--- src/rtl/i2c_nbyte_writer_if.sv ---
// i2c_nbyte_writer_if: host/bus-side signal bundle for i2c_nbyte_writer.
//   start      request pulse/level from the host
//   linesel    bus-pair select, one bit per SCL/SDA pair
//   data       payload, first byte in the top 8 bits, MSB first
//   sda_in     SDA readback per pair (ACK sampling)
//   scl_oe     1 = pull SCL low, per pair
//   sda_oe     1 = pull SDA low, per pair
//   busy       transaction in progress
//   done       one-cycle pulse at transaction end
//   nack       some byte was not acknowledged (sticky until next START)
//   nack_byte  index of the first non-acknowledged byte
// Modports: master = host/testbench side, slave = the writer.
interface i2c_nbyte_writer_if #(
    parameter int unsigned NBYTES = 4,
    parameter int unsigned NLINES = 2
);
    localparam int unsigned DATA_W = 8 * NBYTES;
    localparam int unsigned IDX_W  = $clog2(NBYTES) + 1;

    logic              start;
    logic [NLINES-1:0] linesel;
    logic [DATA_W-1:0] data;
    logic [NLINES-1:0] sda_in;
    logic [NLINES-1:0] scl_oe;
    logic [NLINES-1:0] sda_oe;
    logic              busy;
    logic              done;
    logic              nack;
    logic [IDX_W-1:0]  nack_byte;

    modport master (
        output start, linesel, data, sda_in,
        input  scl_oe, sda_oe, busy, done, nack, nack_byte
    );

    modport slave (
        input  start, linesel, data, sda_in,
        output scl_oe, sda_oe, busy, done, nack, nack_byte
    );
endinterface

--- src/rtl/i2c_nbyte_writer.sv ---
// i2c_nbyte_writer: open-drain I2C write engine. Sends NBYTES bytes (byte 0 =
// address + R/W) framed by START/STOP on every selected SCL/SDA pair at once,
// sampling the slave ACK after each byte.
// Ports:
//   clk   system clock, all logic on posedge
//   rst   asynchronous active-high reset; releases all lines immediately
//   bus   i2c_nbyte_writer_if.slave (start/linesel/data/sda_in in,
//         scl_oe/sda_oe/busy/done/nack/nack_byte out, all outputs registered)
// Build option: define I2C_NBYTE_ABORT_ON_NACK_EN to go straight to STOP
// after the first NACKed byte; by default every byte is always sent.
module i2c_nbyte_writer #(
    parameter int unsigned NBYTES = 4,
    parameter int unsigned NLINES = 2,
    parameter int unsigned QDIV   = 32768
) (
    input logic               clk,
    input logic               rst,
    i2c_nbyte_writer_if.slave bus
);
    localparam int unsigned DATA_W = 8 * NBYTES;
    localparam int unsigned IDX_W  = $clog2(NBYTES) + 1;
    localparam int unsigned DIV_W  = $clog2(QDIV);

    typedef enum logic [2:0] {IDLE, STA, BIT, ACK, STO} state_t;

    state_t            state, state_n;
    logic [DIV_W-1:0]  div;
    logic [1:0]        ph, ph_n;
    logic [2:0]        bitc, bitc_n;
    logic [IDX_W-1:0]  bytec, bytec_n;
    logic [DATA_W-1:0] sreg, sreg_n;
    logic [NLINES-1:0] lines, lines_n;
    logic [NLINES-1:0] scl_oe, sda_oe;
    logic              busy, busy_n;
    logic              done, done_n;
    logic              nack, nack_n;
    logic [IDX_W-1:0]  nack_byte, nack_byte_n;

    logic tick, accept, ack_fail, abort_now, scl_low, sda_low;

    assign tick     = (div == DIV_W'(QDIV - 1));
    assign ack_fail = |(bus.sda_in & lines);

`ifdef I2C_NBYTE_ABORT_ON_NACK_EN
    assign abort_now = nack;
`else
    assign abort_now = 1'b0;
`endif

    // Next state, counters and line pattern for the phase being entered
    always_comb begin
        state_n     = state;
        ph_n        = ph;
        bitc_n      = bitc;
        bytec_n     = bytec;
        sreg_n      = sreg;
        lines_n     = lines;
        nack_n      = nack;
        nack_byte_n = nack_byte;
        done_n      = 1'b0;
        scl_low     = 1'b0;
        sda_low     = 1'b0;
        accept      = (state == IDLE) && bus.start && (bus.linesel != '0);

        if (accept) begin
            state_n     = STA;
            ph_n        = 2'd0;
            bitc_n      = 3'd0;
            bytec_n     = '0;
            sreg_n      = bus.data;
            lines_n     = bus.linesel;
            nack_n      = 1'b0;
            nack_byte_n = '0;
        end else if (tick && (state != IDLE)) begin
            ph_n = ph + 2'd1;
            // Single-cycle ACK sample; only the first failure is recorded
            if ((state == ACK) && (ph == 2'd2) && ack_fail && !nack) begin
                nack_n      = 1'b1;
                nack_byte_n = bytec;
            end
            if (ph == 2'd3) begin
                case (state)
                    STA: state_n = BIT;
                    BIT: begin
                        sreg_n = {sreg[DATA_W-2:0], 1'b0};
                        if (bitc == 3'd7) begin
                            state_n = ACK;
                        end else begin
                            bitc_n = bitc + 3'd1;
                        end
                    end
                    ACK: begin
                        if ((bytec == IDX_W'(NBYTES - 1)) || abort_now) begin
                            state_n = STO;
                        end else begin
                            state_n = BIT;
                            bitc_n  = 3'd0;
                            bytec_n = bytec + IDX_W'(1);
                        end
                    end
                    STO: begin
                        state_n = IDLE;
                        done_n  = 1'b1;
                    end
                    default: state_n = IDLE;
                endcase
            end
        end

        case (state_n)
            STA: begin
                sda_low = (ph_n != 2'd0);
                scl_low = ph_n[1];
            end
            BIT: begin
                scl_low = (ph_n == 2'd0) || (ph_n == 2'd3);
                sda_low = ~sreg_n[DATA_W-1];
            end
            ACK: scl_low = (ph_n == 2'd0) || (ph_n == 2'd3);
            STO: begin
                scl_low = (ph_n == 2'd0);
                sda_low = (ph_n == 2'd0) || (ph_n == 2'd1);
            end
            default: ;
        endcase

        // BUSY rises one edge after acceptance and falls with DONE
        busy_n = (state != IDLE) && (state_n != IDLE);
    end

    // State register
    always_ff @(posedge clk or posedge rst) begin
        if (rst) begin
            state     <= IDLE;
            div       <= '0;
            ph        <= 2'd0;
            bitc      <= 3'd0;
            bytec     <= '0;
            sreg      <= '0;
            lines     <= '0;
            scl_oe    <= '0;
            sda_oe    <= '0;
            busy      <= 1'b0;
            done      <= 1'b0;
            nack      <= 1'b0;
            nack_byte <= '0;
        end else begin
            state     <= state_n;
            div       <= (accept || tick) ? '0 : div + DIV_W'(1);
            ph        <= ph_n;
            bitc      <= bitc_n;
            bytec     <= bytec_n;
            sreg      <= sreg_n;
            lines     <= lines_n;
            scl_oe    <= scl_low ? lines_n : '0;
            sda_oe    <= sda_low ? lines_n : '0;
            busy      <= busy_n;
            done      <= done_n;
            nack      <= nack_n;
            nack_byte <= nack_byte_n;
        end
    end

    assign bus.scl_oe    = scl_oe;
    assign bus.sda_oe    = sda_oe;
    assign bus.busy      = busy;
    assign bus.done      = done;
    assign bus.nack      = nack;
    assign bus.nack_byte = nack_byte;
endmodule
--- src/flat_wrapper.sv ---
// flat-port wrapper written by rule: the top's interface ports become plain ports
module i2c_nbyte_writer_flat 
#(
    parameter int unsigned NBYTES = 4,
    parameter int unsigned NLINES = 2,
    parameter int unsigned QDIV   = 32768
)
  (clk, rst, bus_start, bus_linesel, bus_data, bus_sda_in, bus_scl_oe, bus_sda_oe, bus_busy, bus_done, bus_nack, bus_nack_byte);
  i2c_nbyte_writer_if #(.NBYTES(NBYTES), .NLINES(NLINES)) bus_i ();
  input logic clk;
  input logic rst;
  input wire logic [$bits(bus_i.start)-1:0] bus_start;
  input wire logic [$bits(bus_i.linesel)-1:0] bus_linesel;
  input wire logic [$bits(bus_i.data)-1:0] bus_data;
  input wire logic [$bits(bus_i.sda_in)-1:0] bus_sda_in;
  output wire logic [$bits(bus_i.scl_oe)-1:0] bus_scl_oe;
  output wire logic [$bits(bus_i.sda_oe)-1:0] bus_sda_oe;
  output wire logic [$bits(bus_i.busy)-1:0] bus_busy;
  output wire logic [$bits(bus_i.done)-1:0] bus_done;
  output wire logic [$bits(bus_i.nack)-1:0] bus_nack;
  output wire logic [$bits(bus_i.nack_byte)-1:0] bus_nack_byte;
  assign bus_i.start = bus_start;
  assign bus_i.linesel = bus_linesel;
  assign bus_i.data = bus_data;
  assign bus_i.sda_in = bus_sda_in;
  assign bus_scl_oe = bus_i.scl_oe;
  assign bus_sda_oe = bus_i.sda_oe;
  assign bus_busy = bus_i.busy;
  assign bus_done = bus_i.done;
  assign bus_nack = bus_i.nack;
  assign bus_nack_byte = bus_i.nack_byte;
  i2c_nbyte_writer #(.NBYTES(NBYTES), .NLINES(NLINES), .QDIV(QDIV)) u_core (.clk(clk), .rst(rst), .bus(bus_i));
endmodule
--- config.mk ---
export PLATFORM = sky130hd
export DESIGN_NAME = i2c_nbyte_writer_flat
export DESIGN_NICKNAME = d
export VERILOG_FILES = /design/src/rtl/i2c_nbyte_writer_if.sv /design/src/rtl/i2c_nbyte_writer.sv /design/src/flat_wrapper.sv
export SDC_FILE = /design/constraint.sdc
export NUM_CORES = 1
export LEC_CHECK = 0
export ABC_AREA = 1
export BUFFER_PORTS_ARGS = -buffer_cell sky130_fd_sc_hd__buf_2
export CAP_MARGIN = 20
export CORE_AREA = 2 2 105 107
export DETAILED_ROUTE_END_ITERATION = 10
export DIE_AREA = 0 0 107 109
export GPL_TIMING_DRIVEN = 0
export PLACE_DENSITY = 0.55
export SYNTH_ARGS = -nofsm -noshare
export SYNTH_HDL_FRONTEND = slang
export SYNTH_SLANG_ARGS = --single-unit
--- constraint.sdc ---
create_clock -name clk -period 2.3 [get_ports clk]
set_input_delay 0.46 -clock clk [delete_from_list [all_inputs] [get_ports clk]]
set_output_delay 0.46 -clock clk [all_outputs]
set_load 0.02 [all_outputs]
### Word-level counts from Yosys, hierarchy flattened

Cells that the tools add are included.

* flip-flop bits (word level): 70
* input bits: 39
* output and inout bits: 10
* logic and storage cells: 106

* add/subtract/negate cells: 4
* equal/unequal tests: 18
* mux-type cells: 39
* bitwise gates (word level): 2
* reductions and logical operators: 29

Operators with widths (count)
* 32-bit 2-to-1 mux: 4
* 3-bit 2-to-1 mux: 18
* 15-bit by 1-bit adder with 15-bit output, second input constant: 1
* 15-bit equality test, second input constant: 1
* 3-bit by 2-bit equality test with 1-bit output, second input constant: 5
* 15-bit 2-to-1 mux: 1
* 2-bit nonzero test: 7
* 2-bit 2-to-1 mux: 5
* 3-bit equality test, second input constant: 3
* 3-bit one-hot mux with 3 select lines: 1
* 3-bit nonzero test: 3
* 1-bit logical AND: 7
* 1-bit 2-to-1 mux: 7
* 3-bit by 1-bit adder with 3-bit output, second input constant: 2
* 2-bit equality test, second input constant: 3
* 3-bit by 1-bit equality test with 1-bit output, second input constant: 2
* 3-bit by 2-bit inequality test with 1-bit output, second input constant: 2
* 1-bit one-hot mux with 3 select lines: 2
* 3-bit one-hot mux with 2 select lines: 1
* 5-bit AND reduction: 1
* 4-bit AND reduction: 1
* 2-bit OR reduction: 2
* 3-bit zero test: 1
* 1-bit logical OR: 3
* 9 further kinds: 9

### Logic depth before layout (Yosys ltp)

* depth after elaboration: 10
* mapped depth: 16
* gate-level depth less buffers: 15

### Worst setup path before layout

OpenSTA, ideal clock, no wires.

* path kind: reg-to-reg
* start point: register u_core.state[0]
* end point: register u_core.sda_oe[0], in the netlist u_core.bus.sda_oe[0]
* setup time: 0.113 ns
* arrival time: 2.219 ns
* required time: 2.187 ns
* path slack: -0.032 ns
* cell stages (with the launch flop): 17
* buffers on the path: 2
* clock period less this slack: 2.332 ns
* cells stage by stage: dfrtp_1 -> inv_2 -> nand2_2 -> nor2_2 -> inv_4 -> nor2_4 -> o21ai_4 -> buf_2 -> buf_2 -> nand3_1 -> inv_1 -> ha_1 -> or2_2 -> nand4_1 -> nand3_1 -> nand2_1 -> inv_1

* word-level cells in the longest chain between the ends: 8
* elaborated cells on any way between the ends: 30
* classes of those cells: eq/ne: 7; mux: 14; bitwise: 1; reduce/logical: 8

RTL lines
* from (decl): line i2c_nbyte_writer.sv:26 `state_t state, state_n;`
* from (signal assigned): line i2c_nbyte_writer.sv:148 `state <= state_n;`
* 3-bit nonzero test or 3-bit zero test (tied branches): line i2c_nbyte_writer.sv:74, i2c_nbyte_writer.sv:63
* 1-bit logical AND (on tied branches): line i2c_nbyte_writer.sv:74, i2c_nbyte_writer.sv:63
* 2-bit 2-to-1 mux or 1-bit logical AND (tied branches): line i2c_nbyte_writer.sv:74, i2c_nbyte_writer.sv:63
* 2-bit 2-to-1 mux (*): line i2c_nbyte_writer.sv:65 `if (accept) begin`
* via u_core.ph_n[0]: line i2c_nbyte_writer.sv:28 `logic [1:0] ph, ph_n;`
* 2-bit by 1-bit equality test with 1-bit output or 2-bit zero test (tied branches): line i2c_nbyte_writer.sv:122 `sda_low = (ph_n == 2'd0) || (ph_n == 2'd1);`
* 1-bit logical OR: line i2c_nbyte_writer.sv:122
* 1-bit one-hot mux with 3 select lines (*): line i2c_nbyte_writer.sv:110 `case (state_n)`
* 2-bit 2-to-1 mux (*): line i2c_nbyte_writer.sv:156 `sda_oe <= sda_low ? lines_n : '0;`
* to (signal assigned): line i2c_nbyte_writer.sv:156
* to (decl): line i2c_nbyte_writer.sv:33 `logic [NLINES-1:0] scl_oe, sda_oe;`

Mark *: on every way through the listed nets, which the timed path passes. The rest lies on a longest branch. The select of a mux whose other input is x is not followed.
A chain may end at the register's enable or synchronous reset.

### Final worst setup path

* start point: register u_core.div[1]
* end point: register u_core.sda_oe[1], in the netlist u_core.bus.sda_oe[1]

* word-level cells in the longest chain between the ends: 8
* elaborated cells on any way between the ends: 18
* classes of those cells: eq/ne: 5; mux: 8; bitwise: 1; reduce/logical: 4

RTL lines
* from (decl): line i2c_nbyte_writer.sv:27 `logic [DIV_W-1:0] div;`
* from (signal assigned): line i2c_nbyte_writer.sv:149 `div <= (accept || tick) ? '0 : div + DIV_W'(1);`
* 15-bit equality test (*): line i2c_nbyte_writer.sv:41 `assign tick = (div == DIV_W'(QDIV - 1));`
* 1-bit logical AND (*): line i2c_nbyte_writer.sv:74 `end else if (tick && (state != IDLE)) begin`
* 2-bit 2-to-1 mux (*): line i2c_nbyte_writer.sv:74
* 2-bit 2-to-1 mux (*): line i2c_nbyte_writer.sv:65
* via u_core.ph_n[1]: line i2c_nbyte_writer.sv:28
* 2-bit by 1-bit equality test with 1-bit output or 2-bit zero test (tied branches): line i2c_nbyte_writer.sv:122
* 1-bit logical OR: line i2c_nbyte_writer.sv:122
* 1-bit one-hot mux with 3 select lines (*): line i2c_nbyte_writer.sv:110
* 2-bit 2-to-1 mux (*): line i2c_nbyte_writer.sv:156

Marks and branches as above.

==> key figures <==
Cells and area
  – Register cell area after layout: approximately 1800 um2
  – Finished Layout Cells: 645
  – Layout cell share with drive strength beyond 1: 0.299
  – Fin nets: approximately 550
  – Ant. Diodes: 0
  – Most frequent cells in the layout: nand2_1 (111), dfrtp_1 (69), buf_2 (51)
  – Filler Cell Count: around 1000
  – Commonest non-fill, non-tap cell in the layout: nand2_1
  – Multi-input logic area: 1580 um2
  – Area delta synth->final: 28.8%

Yosys
  – Yosys cell types: 35
  – Post-Syn Area: 3500 um2
  – Seq/Total Area, Yosys: 0.500
  – Post-Syn Area per Cell: around 8.5 um2
  – Cell count after synthesis: 411
  – Synth area leader: dfrtp_1
  – Syn Nets: 459
  – Synth Register Bits: 70
  – Yosys warning count: 0
  – Yosys top cell area share: 0.500
  – Synth top area cells: dfrtp_1 (50%), nand2_1 (12%), inv_1 (4.5%), nor2_1 (4.5%), nand3_1 (3.9%)

Worst setup path
  – Data arrival, critical path: 2490 ps
  – CP Capture Type: flop
  – Critical path's slowest cell: dfrtp_1
  – Crit-path max cell delay: 360 ps
  – Startpoint types: flop
  – Crit path max fanout: 4
  – CP required: 2560 ps
  – Crit path kind: reg2reg
  – Cell Chain, Critical Path: ha_2 > nand2_2 > nor2_4 > nand2_4 > nor2_4 > nand3_2 > a21oi_2 > inv_2 > ha_4 > or2_4 > nand4_1 > nand3_2 > nand2_1 > inv_1

Global routing
  – Global-route track usage on met1: 0.188
  – Vias in the first global route: 2916
  – Largest net degree at the start of global routing: 44
  – Met3 Usage GRT: 0.0263
  – First-pass GRT wire length: 13600 um
  – Congestion Overflow GR: 0
  – Global Route met2 Usage: 0.246
  – Tot GR Track Use: 0.149
  – Top Usage Layer GRT: met2
  – Initial antenna violation count: 0

Clocking
  – H-tree lvl count: 3
  – Clock transition at the registers of the reported paths: 80 ps
  – Worst-skew pair later-pin latency: roughly 350 ps
  – Total CTS buffers: 9
  – CTS tree: built
  – Clk buf depth: 2
  – CTS Sinks: 70
  – CTS root buf: clkbuf_8

Timing
  – RSZ-0062 raised after global routing: true
  – Final setup fails: 0
  – Slew headroom: 0.698
  – Fin Clk Skew: 11.7 ps
  – Period minus WS final: approximately 2200 ps
  – Final Hold Fails: 0
  – Worst slew pin tran: between 400 and 500 ps
  – Fmax: approximately 450 MHz
  – Final Max Tran Viols: 0
  – Period utilization: 0.969
  – WHS: 95.1 ps
  – Final worst setup slack: 71.6 ps

Floorplan
  – Initial core utilization: 0.331
  – Die H: around 110 um
  – # rows: 38
  – Chip width: approximately 110 um
  – Num ports: just under 50
  – Die ar.: 11700 um2
  – Core area: 10600 um2

Drt
  – Iter 0 DRT Violations: around 160
  – Total wire length: 8270 um
  – DR vias: 2974
  – Wire length per cell: 12.8 um
  – Remaining DRCs: 0
  – Vias per cell: 4.61
  – Drt pass-1 iters: 4
  – Routed Antenna Nets: 0

Power and ir drop
  – Maximum VDD drop: 0.224 mV
  – Leakage power: approximately 2.3 nW
  – Power Dens Cells: between 600 and 700 nW/um2

Placed design
  – I/O Buffers: 48
  – Placed cell count: 600
  – HPWL reported at the end of detailed placement: 5720 um
  – Placer Congestion: 0.803
  – Post-Place Worst Slack: -385 ps

Worst hold path
  – Hold WC Path Type: in2async

Outcome
  – Status: finished clean

Run
  – Max-cap violation count: 0
==> final cells by class <==
cell class,instances,share of cell area
buffer,9,0.0186
timing repair buffer,79,0.110
clock inverter,5,0.0180
tap,140,0.0388
sequential,70,0.388
clock buffer,11,0.0335
multi-input combinational,282,0.349
inverter,49,0.0435
==> stage by stage <==
step	TNS, ps	total power [W]	area [um2]	utilization
detailed placement	-1060	0.00178	3960	0.373
global route	-135	0.00310	4520	0.426
floorplan	0	0.00168	3510	-
finish	0	0.00294	4520	0.426
CTS	0	0.00295	4270	0.403
global placement	-65770	0.00176	3930	0.370
==> sequential cells by signal, indices dropped and copies added (netlist names), 3 cells and up <==
| signal | flops |
|---|---|
| u_core.sreg | 32 |
| u_core.div | 15 |
| u_core.bitc | 3 |
| u_core.bus.nack_byte | 3 |
| u_core.bytec | 3 |
| u_core.state | 3 |
==> report_power, final <==
part	switching, W	internal [W]
logic	0.000203	0.000164
clock network	0.000486	0.000670
registers	0.0000769	0.00134
==> routing by layer <==
| metal | wire [um] | vias up |
|---|---|---|
| met5 | 0 | - |
| met4 | 164 | 0 |
| met3 | 291 | 14 |
| met2 | 3890 | 56 |
| met1 | 3920 | 1402 |
| li1 | - | 1502 |
==> what timing repair did <==
item	4_1_cts	5_1_grt
setup buffers	9	21
gates resized for setup	5	22
hold endpoints to repair	0	0
setup endpoints to repair	4	17
pin swaps	3	15
hold buffers	0	0
==> path summary, 6_finish.rpt <==
kind,startpoint,to,slack [ps],depth (start not counted)
worst max-delay path,u_core.div[1],u_core.bus.sda_oe[1],70,14
worst min-delay path,rst,u_core.div[0],100,2
worst max register to register,u_core.div[1],u_core.bus.sda_oe[1],70,14
worst min register to register,u_core.sreg[19],u_core.sreg[19],490,2
max in group asynchronous,rst,u_core.bitc[1],1670,3
min in group clk,bus_data[8],u_core.sreg[8],330,3
==> worst max-delay path, delay by kind of cell, from the launching register on <==
family | cells | cell delay (ps)
flip-flops | 1 | 360
adder cells (fa/ha/maj) | 2 | 350
AND/OR/NAND/NOR | 9 | 1130
AO/OA/AOI/OAI | 1 | 190
buffers and inverters | 2 | 110
==> cells by family (layout without fill, tap and decap cells) <==
| logic type | count (synthesis) | after routing | share of synthesized area |
|---|---|---|---|
| flops | 70 | 70 | 0.500 |
| simple gates | 231 | 231 | 0.312 |
| buf+inv | 59 | 153 | 0.0743 |
| xor+xnor | 4 | 4 | 0.0100 |
| fa+ha+maj | 9 | 9 | 0.0321 |
| compound gates | 38 | 38 | 0.0721 |
==> synth_stat cells (all sizes together) <==
cell type	number
nand2	118
xor2	1
o21a	1
a21oi	11
dfrtp	70
o211ai	11
o31ai	1
nor4	1
ha	9
o221ai	1
and3	1
xnor2	3
nor3	22
nand3	29
inv	49
buf	10
nand4	7
o21ai	10
or2	1
a22o	3
nor2	52
(Power assumes the default switching activity.)
